`src/rtl/ctrl_pkg.sv`:
```
// Shared control-word layout and pipeline stage indices for the datapath.
package ctrl_pkg;

  localparam int unsigned CTRL_W = 8;

  // Bit positions inside one control word.
  localparam int unsigned CTRL_BRANCH    = 0;
  localparam int unsigned CTRL_MEMREAD   = 1;
  localparam int unsigned CTRL_MEMTOREG  = 2;
  localparam int unsigned CTRL_MEMWRITE  = 3;
  localparam int unsigned CTRL_ALUOP_LSB = 4;  // 2-bit field
  localparam int unsigned CTRL_ALUSRC    = 6;
  localparam int unsigned CTRL_REGWRITE  = 7;

  typedef enum logic [2:0] {
    STG_EX  = 3'd0,
    STG_MEM = 3'd1,
    STG_WB  = 3'd2
  } stage_e;

endpackage

```
`src/rtl/ctrl_stage.sv`:
```
// One control pipeline stage: word + valid register with flush/freeze/load.
// Flush beats freeze; freeze beats load.
module ctrl_stage #(
  parameter int unsigned CTRL_W = 8
) (
  input  logic              clk_i,
  input  logic              rst_i,
  input  logic              flush_i,
  input  logic              freeze_i,
  input  logic [CTRL_W-1:0] word_i,
  input  logic              valid_i,
  output logic [CTRL_W-1:0] word_o,
  output logic              valid_o
);

  logic [CTRL_W-1:0] word_q, word_d;
  logic              valid_q, valid_d;

  // Next-state selection: hold by default, flush clears, otherwise load when not frozen.
  always_comb begin
    word_d  = word_q;
    valid_d = valid_q;
    if (flush_i) begin
      word_d  = '0;
      valid_d = 1'b0;
    end else if (!freeze_i) begin
      word_d  = word_i;
      valid_d = valid_i;
    end
  end

  // Stage register with synchronous active-high reset.
  always_ff @(posedge clk_i) begin
    if (rst_i) begin
      word_q  <= '0;
      valid_q <= 1'b0;
    end else begin
      word_q  <= word_d;
      valid_q <= valid_d;
    end
  end

  assign word_o  = word_q;
  assign valid_o = valid_q;

endmodule

```
`src/rtl/ctrl_pipe.sv`:
```
// Parametrised control-bundle pipeline (EX, MEM, WB, ...).
// Optional bubble statistics counter enabled by defining CTRL_PIPE_STATS_EN.
module ctrl_pipe #(
  parameter int unsigned CTRL_W = ctrl_pkg::CTRL_W,
  parameter int unsigned DEPTH  = 3
) (
  input  logic                    clk,
  input  logic                    reset,
  input  logic [CTRL_W-1:0]       ctrl_in,
  input  logic                    valid_in,
  input  logic                    bubble,
  input  logic                    freeze,
  input  logic [DEPTH-1:0]        flush,
  output logic [DEPTH*CTRL_W-1:0] ctrl_out,
  output logic [DEPTH-1:0]        valid_out,
  output logic [15:0]             bubble_count
);

  import ctrl_pkg::*;

  localparam int unsigned Stage0 = STG_EX;

  logic [CTRL_W-1:0] load_word  [DEPTH];
  logic              load_valid [DEPTH];
  logic [CTRL_W-1:0] stage_word [DEPTH];
  logic              stage_valid[DEPTH];

  // Stage-0 bubble select: a bubble or an idle slot enters as an all-zero invalid word.
  always_comb begin
    load_word[Stage0]  = ctrl_in;
    load_valid[Stage0] = 1'b1;
    if (bubble || !valid_in) begin
      load_word[Stage0]  = '0;
      load_valid[Stage0] = 1'b0;
    end
  end

  for (genvar k = 0; k < DEPTH; k++) begin : g_stage
    if (k > 0) begin : g_link
      assign load_word[k]  = stage_word[k-1];
      assign load_valid[k] = stage_valid[k-1];
    end

    ctrl_stage #(
      .CTRL_W (CTRL_W)
    ) u_stage (
      .clk_i    (clk),
      .rst_i    (reset),
      .flush_i  (flush[k]),
      .freeze_i (freeze),
      .word_i   (load_word[k]),
      .valid_i  (load_valid[k]),
      .word_o   (stage_word[k]),
      .valid_o  (stage_valid[k])
    );

    assign ctrl_out[k*CTRL_W +: CTRL_W] = stage_word[k];
    assign valid_out[k]                 = stage_valid[k];
  end

`ifdef CTRL_PIPE_STATS_EN
  logic [15:0] bubble_cnt_q, bubble_cnt_d;

  // Count bubbles that actually enter stage 0; saturate rather than wrap.
  always_comb begin
    bubble_cnt_d = bubble_cnt_q;
    if (bubble && !freeze && !flush[Stage0] && (bubble_cnt_q != 16'hFFFF)) begin
      bubble_cnt_d = bubble_cnt_q + 16'd1;
    end
  end

  // Counter register, cleared only by reset.
  always_ff @(posedge clk) begin
    if (reset) begin
      bubble_cnt_q <= '0;
    end else begin
      bubble_cnt_q <= bubble_cnt_d;
    end
  end

  assign bubble_count = bubble_cnt_q;
`else
  assign bubble_count = 16'h0000;
`endif

endmodule
```
`config.mk`:
```
export PLATFORM = sky130hd
export DESIGN_NAME = ctrl_pipe
export DESIGN_NICKNAME = d
export VERILOG_FILES = /design/src/rtl/ctrl_pkg.sv /design/src/rtl/ctrl_stage.sv /design/src/rtl/ctrl_pipe.sv
export SDC_FILE = /design/constraint.sdc
export NUM_CORES = 1
export LEC_CHECK = 0
export CORE_MARGIN = 2
export CORE_UTILIZATION = 35
export CTS_CLUSTER_DIAMETER = 100
export DETAILED_ROUTE_END_ITERATION = 8
export PLACE_DENSITY = 0.73
export SYNTH_ARGS = -nofsm -noshare
export SYNTH_HDL_FRONTEND = slang
export SYNTH_SLANG_ARGS = --single-unit
```
`constraint.sdc`:
```
create_clock -name clk -period 1.1 [get_ports clk]
set_input_delay 0.22 -clock clk [delete_from_list [all_inputs] [get_ports clk]]
set_output_delay 0.22 -clock clk [all_outputs]
set_load 0.005 [all_outputs]
```
==> results_dict.tcl, run 1 <==
set metrics [dict create \
    wl_met3_um 98 \
    drive_above_1_share_pct 51.81 \
    rsz0062_at_grt "true" \
    finalCritPeriodShare_pct 96.73 \
    syn_area_um2 1100 \
    holdBufCountCts 0 \
    maxCapViolCount 0 \
    track_usage_pct 14.55 \
    antenna_found_initial 0 \
    crit_fanout 9 \
    critPathRequiredTime_ns 1.35 \
    clock.fmax_ghz 0.9398 \
    met1Wirelength_um 1040 \
    min_period_ns 1.064 \
    outcome "complete, no violations" \
    peakVddDrop_mv 0.5674 \
    fin_worst_skew_ns 0.005768 \
    wire_per_inst_um 11.78 \
    crit_family "buffers and inverters" \
    cts_made_buffers 3 \
    criticalPathCategory "in2reg" \
    die_y_um 60.06 \
    finalHoldViolations 0 \
    overflow 0 \
    firstDrtPassIters 4 \
    dr_wl_met2_um 1298 \
    path_cells "clkdlybuf4s50_1 > nor2_2 > a32o_1" \
    hpwlAfterDp_um 1884 \
    insertion_delay_ns 0.31 \
    cts_buffer_depth 2 \
    setup-tns-final_ns 0 \
    dieWidth_um 60.06 \
    fin_nets 183 \
    viasPerCell 4.305 \
    p_leak_uw 0.0007899 \
    cts_tree "built" \
    drtIter0Drc 13 \
    grt_pass1_vias 872 \
    ys_seq_area_share_pct 49.15 \
    crit_slowest_cell "clkdlybuf4s50_1" \
    setup_viol 0 \
    grt_max_degree 20 \
    startpoint_type "primary input" \
    n_antenna_cell 0 \
    postRouteAntennaNets 0 \
    max_stage_delay_ns 0.52 \
    io_buffers 42 \
    top_layer_used "met4" \
    hold_path_class "reg2reg" \
    power_density_nw_per_um2 970.5 \
    start_util_pct 36.32 \
    cp_data_arrival_time_ns 1.31 \
    h-tree-depth 1 \
    vias 904 \
    cts-root-buf "clkbuf_4" \
    synth_seq_cells 27 \
    grt_pass1_wl_um 3919 \
    crit_path_end_kind "register" \
    core_region_area_um2 3028 \
    n_fill_cell 271 \
    wl_um 2473 \
    ys_types 12 \
    drv_slew 0 \
    die_area_um2 3607 \
    path_clk_slew_ns 0.13 \
    synth_area_per_cell_um2 10.78 \
    yosys_warnings 0 \
    core.rowCount 20 \
    critPathBufInv 1 \
    syn_inst 102 \
    syn2layout_area_growth_pct 46.30 \
    cts.sinks 27 \
    drc 0 \
    io_pins 59 \
    gp_congestion 0.7513 \
    power_uw 1562 \
]
final cells by class:
class | count | area [um2] | area share [%]
tap | 44 | 55.05 | 3.421
timing repair buffer | 68 | 495.5 | 30.79
multi-input combinational | 67 | 457.9 | 28.46
sequential | 27 | 574.3 | 35.69
clock buffer | 4 | 26.28 | 1.633
cells in the final DEF, fill, tap and decap left out:
| cell | Yosys | routed |
|---|---|---|
| a32o_1 | 8 | 8 |
| or2_1 | 2 | 2 |
| nor3b_4 | 0 | 2 |
| buf_4 | 19 | 25 |
| mux2i_1 | 18 | 18 |
| dlymetal6s2s_1 | 0 | 1 |
| and2_1 | 1 | 1 |
| clkbuf_1 | 2 | 1 |
| clkbuf_4 | 0 | 3 |
| conb_1 | 1 | 16 |
| clkdlybuf4s50_1 | 0 | 14 |
| buf_12 | 0 | 1 |
| dfxtp_2 | 0 | 27 |
| buf_2 | 0 | 4 |
| o21a_1 | 1 | 1 |
| nor2_1 | 19 | 18 |
| clkbuf_2 | 0 | 23 |
| nor2_2 | 0 | 1 |
flip-flops by register name, indices dropped and copies added (netlist names):
name	cells
g_stage.u_stage.valid_o	3
g_stage.u_stage.word_o	24
synth_stat cells:
cell | instances | area, um2
nor2_1 | 19 | 71.32
nor3b_2 | 2 | 25.02
a32o_1 | 8 | 80.08
clkbuf_1 | 2 | 7.510
or2_1 | 2 | 12.51
o21a_1 | 1 | 7.510
and2_1 | 1 | 6.260
buf_6 | 2 | 22.52
conb_1 | 1 | 3.750
buf_4 | 19 | 142.6
dfxtp_1 | 27 | 540.5
mux2i_1 | 18 | 180.2
cell families (layout without fill, tap and decap cells):
| logic type | after synthesis | in the layout | share of synthesized area, % |
|---|---|---|---|
| flip-flops | 27 | 27 | 49.15 |
| other | 1 | 16 | 0.3410 |
| buffers and inverters | 23 | 72 | 15.70 |
| AO/OA/AOI/OAI | 9 | 9 | 7.964 |
| AND/OR/NAND/NOR | 24 | 24 | 10.47 |
| multiplexers | 18 | 18 | 16.38 |
report_power, final:
group | internal [uW] | switching (uW)
registers | 983 | 3.10
clock network | 141 | 262
logic | 95.6 | 77.1
path summary, 6_finish.rpt:
| kind | slack, ns | cells after the start | start | to |
|---|---|---|---|---|
| worst max-delay path | 0.04 | 3 | reset | g_stage[0].u_stage.word_o[7] |
| worst min-delay path | 0.50 | 2 | g_stage[2].u_stage.word_o[3] | g_stage[2].u_stage.word_o[3] |
| worst max register to register | 0.21 | 3 | g_stage[0].u_stage.word_o[1] | g_stage[0].u_stage.word_o[1] |
| worst min register to register | 0.50 | 2 | g_stage[2].u_stage.word_o[3] | g_stage[2].u_stage.word_o[3] |
tightest hold or removal path, delay by kind of cell (launching register included):
kind	cells	cell delay, ns
and+or+nand+nor	1	0.07
muxes	1	0.06
DFF	1	0.35
per-layer routing:
layer	vias up	GRT usage, %
met4	0	5.714
met2	34	25.93
li1	441	-
met1	425	17.49
met5	-	0
met3	4	1.948
through the flow:
step / setup WS (ns) / cells / utilization, % / hold slack (ns) / instance area [um2]
after floorplan: 0.2429 / 117 / - / 0.3742 / 1156
after global placement: -0.3429 / 191 / 51.32 / 0.4781 / 1554
after detailed placement: -0.4364 / 191 / 51.32 / 0.4886 / 1554
after CTS: 0.0002783 / 209 / 57.23 / 0.5070 / 1733
after global routing: -0.04030 / 210 / 53.14 / 0.5146 / 1609
final: 0.03599 / 210 / 53.14 / 0.5043 / 1609
what timing repair did:
| action | in CTS | in global routing |
|---|---|---|
| buffers inserted | 14 | 1 |
| endpoints found under the hold margin | 0 | 0 |
| pin swaps | 1 | 0 |
| gates cloned | 0 | 0 |
| gates resized for setup | 89 | 27 |
| endpoints found under the setup margin | 36 | 48 |
Power figures use the tool's default switching activity.
==> inputs of run 2 (changes only) <==
--- a/config.mk
+++ b/config.mk
@@ -7,7 +7,7 @@
 export LEC_CHECK = 0
 export CORE_MARGIN = 2
 export CORE_UTILIZATION = 35
-export CTS_CLUSTER_DIAMETER = 100
+export CTS_CLUSTER_DIAMETER = 50
 export DETAILED_ROUTE_END_ITERATION = 8
 export PLACE_DENSITY = 0.73
 export SYNTH_ARGS = -nofsm -noshare
==> results of run 2 <==
The final DEF is identical to that of run 1; final timing and power are the same.
==> inputs of run 3 (changes only) <==
--- a/config.mk
+++ b/config.mk
@@ -6,10 +6,11 @@
 export NUM_CORES = 1
 export LEC_CHECK = 0
 export CORE_MARGIN = 2
-export CORE_UTILIZATION = 35
+export CORE_UTILIZATION = 34
 export CTS_CLUSTER_DIAMETER = 50
 export DETAILED_ROUTE_END_ITERATION = 8
-export PLACE_DENSITY = 0.73
+export PLACE_DENSITY = 0.74
+export SLEW_MARGIN = 20
 export SYNTH_ARGS = -nofsm -noshare
 export SYNTH_HDL_FRONTEND = slang
 export SYNTH_SLANG_ARGS = --single-unit
==> constraint.sdc (replaced) <==
create_clock -name clk -period 0.9 [get_ports clk]
set_input_delay 0.09 -clock clk [delete_from_list [all_inputs] [get_ports clk]]
set_output_delay 0.09 -clock clk [all_outputs]
set_load 0.005 [all_outputs]
==> run 3 against run 2 <==
Effect of this change: sequential share of layout area is 2.5 points lower; design area increased by 7.5%; power up 25%; clock power increased by 31%; combinational power is 27% higher; critical path depth shrank 2; routed wire length is 2.9% higher; via count is 2.8% higher; sequential power grew 23%; flip-flop and latch count stayed put; first-iteration DRC count grew 54%; global-route usage down 0.22 points.
==> results_dict.tcl, run 3 (synthesis gave the netlist of run 1 again) <==
set metrics [dict create \
    outcome "complete, no violations" \
    design_area_um2 1730 \
    startpoint_type "register" \
    grt_pass1_vias 910 \
    power_uw 1954 \
    final_common_cell "buf_4" \
    start_util_pct 36.02 \
    placed_area_um2 1689 \
    firstDrtPassIters 5 \
    hp-start "reset" \
    path_clk_slew_ns 0.14 \
    placed_cells 209 \
    setup_viol 0 \
    rsz0062_at_grt "true" \
    most-common-layout-cells "29 x buf_4, 27 x dfxtp_2, 18 x mux2i_1, 18 x nor2_1, 16 x conb_1" \
    maxCapViolCount 0 \
    overflow 0 \
    n_fill_cell 281 \
    io_buffers 42 \
    cts_tree "built" \
    crit_fanout 2 \
    crit_path_end_kind "output port" \
    criticalPathCategory "reg2out" \
    finalCritPeriodShare_pct 99.47 \
    n_antenna_cell 0 \
    largest_reg_flops 24 \
    vias 929 \
    crit_slowest_cell "dfxtp_2" \
    cts_made_buffers 3 \
    critPathRequiredTime_ns 0.81 \
    min_period_ns 0.8952 \
    track_usage_pct 14.34 \
    seq_area_um2 574.3 \
    grt_pass1_wl_um 3981 \
    antenna_found_initial 0 \
    crit_family "flip-flops" \
    post-route-util_pct 56.68 \
    finalHoldViolations 0 \
    io_pins 59 \
    peakVddDrop_mv 0.5055 \
    hold_depth 4 \
    viasPerCell 4.321 \
    insertion_delay_ns 0.33 \
    max_stage_delay_ns 0.36 \
    clock.fmax_ghz 1.117 \
    drv_slew 0 \
    postRouteAntennaNets 0 \
    fin_worst_skew_ns 0.0007885 \
    drive_above_1_share_pct 54.97 \
    ff2ff_setup_slack_ns 0.03 \
    hpwlAfterDp_um 1938 \
    core.rowCount 20 \
    die_y_um 60.88 \
    reg2regPathDepth 3 \
    reg2reg_from "g_stage[0].u_stage.valid_o" \
    holdBufCountCts 0 \
    r2r-end "g_stage[0].u_stage.valid_o" \
    power_density_nw_per_um2 1129 \
    cts_buffer_depth 2 \
    hold_path_class "in2reg" \
    h-tree-depth 1 \
    die_area_um2 3706 \
    path_cells "buf_6" \
    multi_input_area_um2 456.7 \
    setup-tns-final_ns 0 \
    cts.sinks 27 \
    syn2layout_area_growth_pct 57.34 \
    cts-root-buf "clkbuf_4" \
    wl_um 2544 \
    critPathBufInv 1 \
    drtIter0Drc 20 \
    core_region_area_um2 3053 \
    gp_congestion 0.6878 \
    final_cells 215 \
    grt_max_degree 20 \
    whs_endpoint "g_stage[0].u_stage.valid_o" \
    p_leak_uw 0.0008500 \
    wire_per_inst_um 11.83 \
    dieWidth_um 60.88 \
    drc 0 \
    cp_data_arrival_time_ns 0.81 \
    crit_start "g_stage[0].u_stage.word_o[0]" \
    fin_nets 188 \
]
-- run 3: cell count changes in the layout (fill, tap and decap cells not counted), moves of 2 or more --
cell,previous run,this run
clkbuf_2,23,0
buf_6,0,14
buf_2,4,14
buf_4,25,29
or2_1,2,0
or2_4,0,2
-- run 3: cell type report --
type,instances,share of cell area (%)
Clock buffer,3,1.302
Timing Repair Buffer,73,35.65
Clock inverter,1,0.2892
Tap cell,44,3.181
Sequential cell,27,33.19
Multi-Input combinational cell,67,26.39
-- run 3: per-layer routing --
| metal | vias to the layer above | track usage, % | routed length, um |
|---|---|---|---|
| met5 | - | 0 | 0 |
| met4 | 0 | 7.453 | 34 |
| met3 | 3 | 0.6397 | 109 |
| met2 | 33 | 25.04 | 1362 |
| met1 | 438 | 17.85 | 1037 |
| li1 | 455 | - | - |
-- run 3: timing repair --
item | CTS | global route
endpoints found under the setup margin | 36 | 41
setup buffers | 1 | 1
pin swaps | 1 | 0
resized for setup | 139 | 16
-- run 3: per-stage QoR --
stage	setup slack [ns]	hold WS, ns
floorplan	0.1729	0.2442
global placement	-0.4198	0.4833
detailed placement	-0.5078	0.5207
CTS	0.001117	0.3651
global route	-0.02487	0.2640
finish	0.004757	0.2263
-- run 3: worst max path at each step --
stage                                    to  cells after the start
2_1_floorplan  g_stage[1].u_stage.word_o[0]                      4
3_3_place_gp   g_stage[0].u_stage.word_o[0]                      3
3_5_place_dp   g_stage[0].u_stage.word_o[7]                      3
4_1_cts                         ctrl_out[0]                      1
5_1_grt                         ctrl_out[5]                      1
6_report                        ctrl_out[0]                      1
-- run 3: report_power, final --
group,switching [uW],internal (uW)
Combinational,94.3,125
Clock,362,167
Sequential,4.24,1200
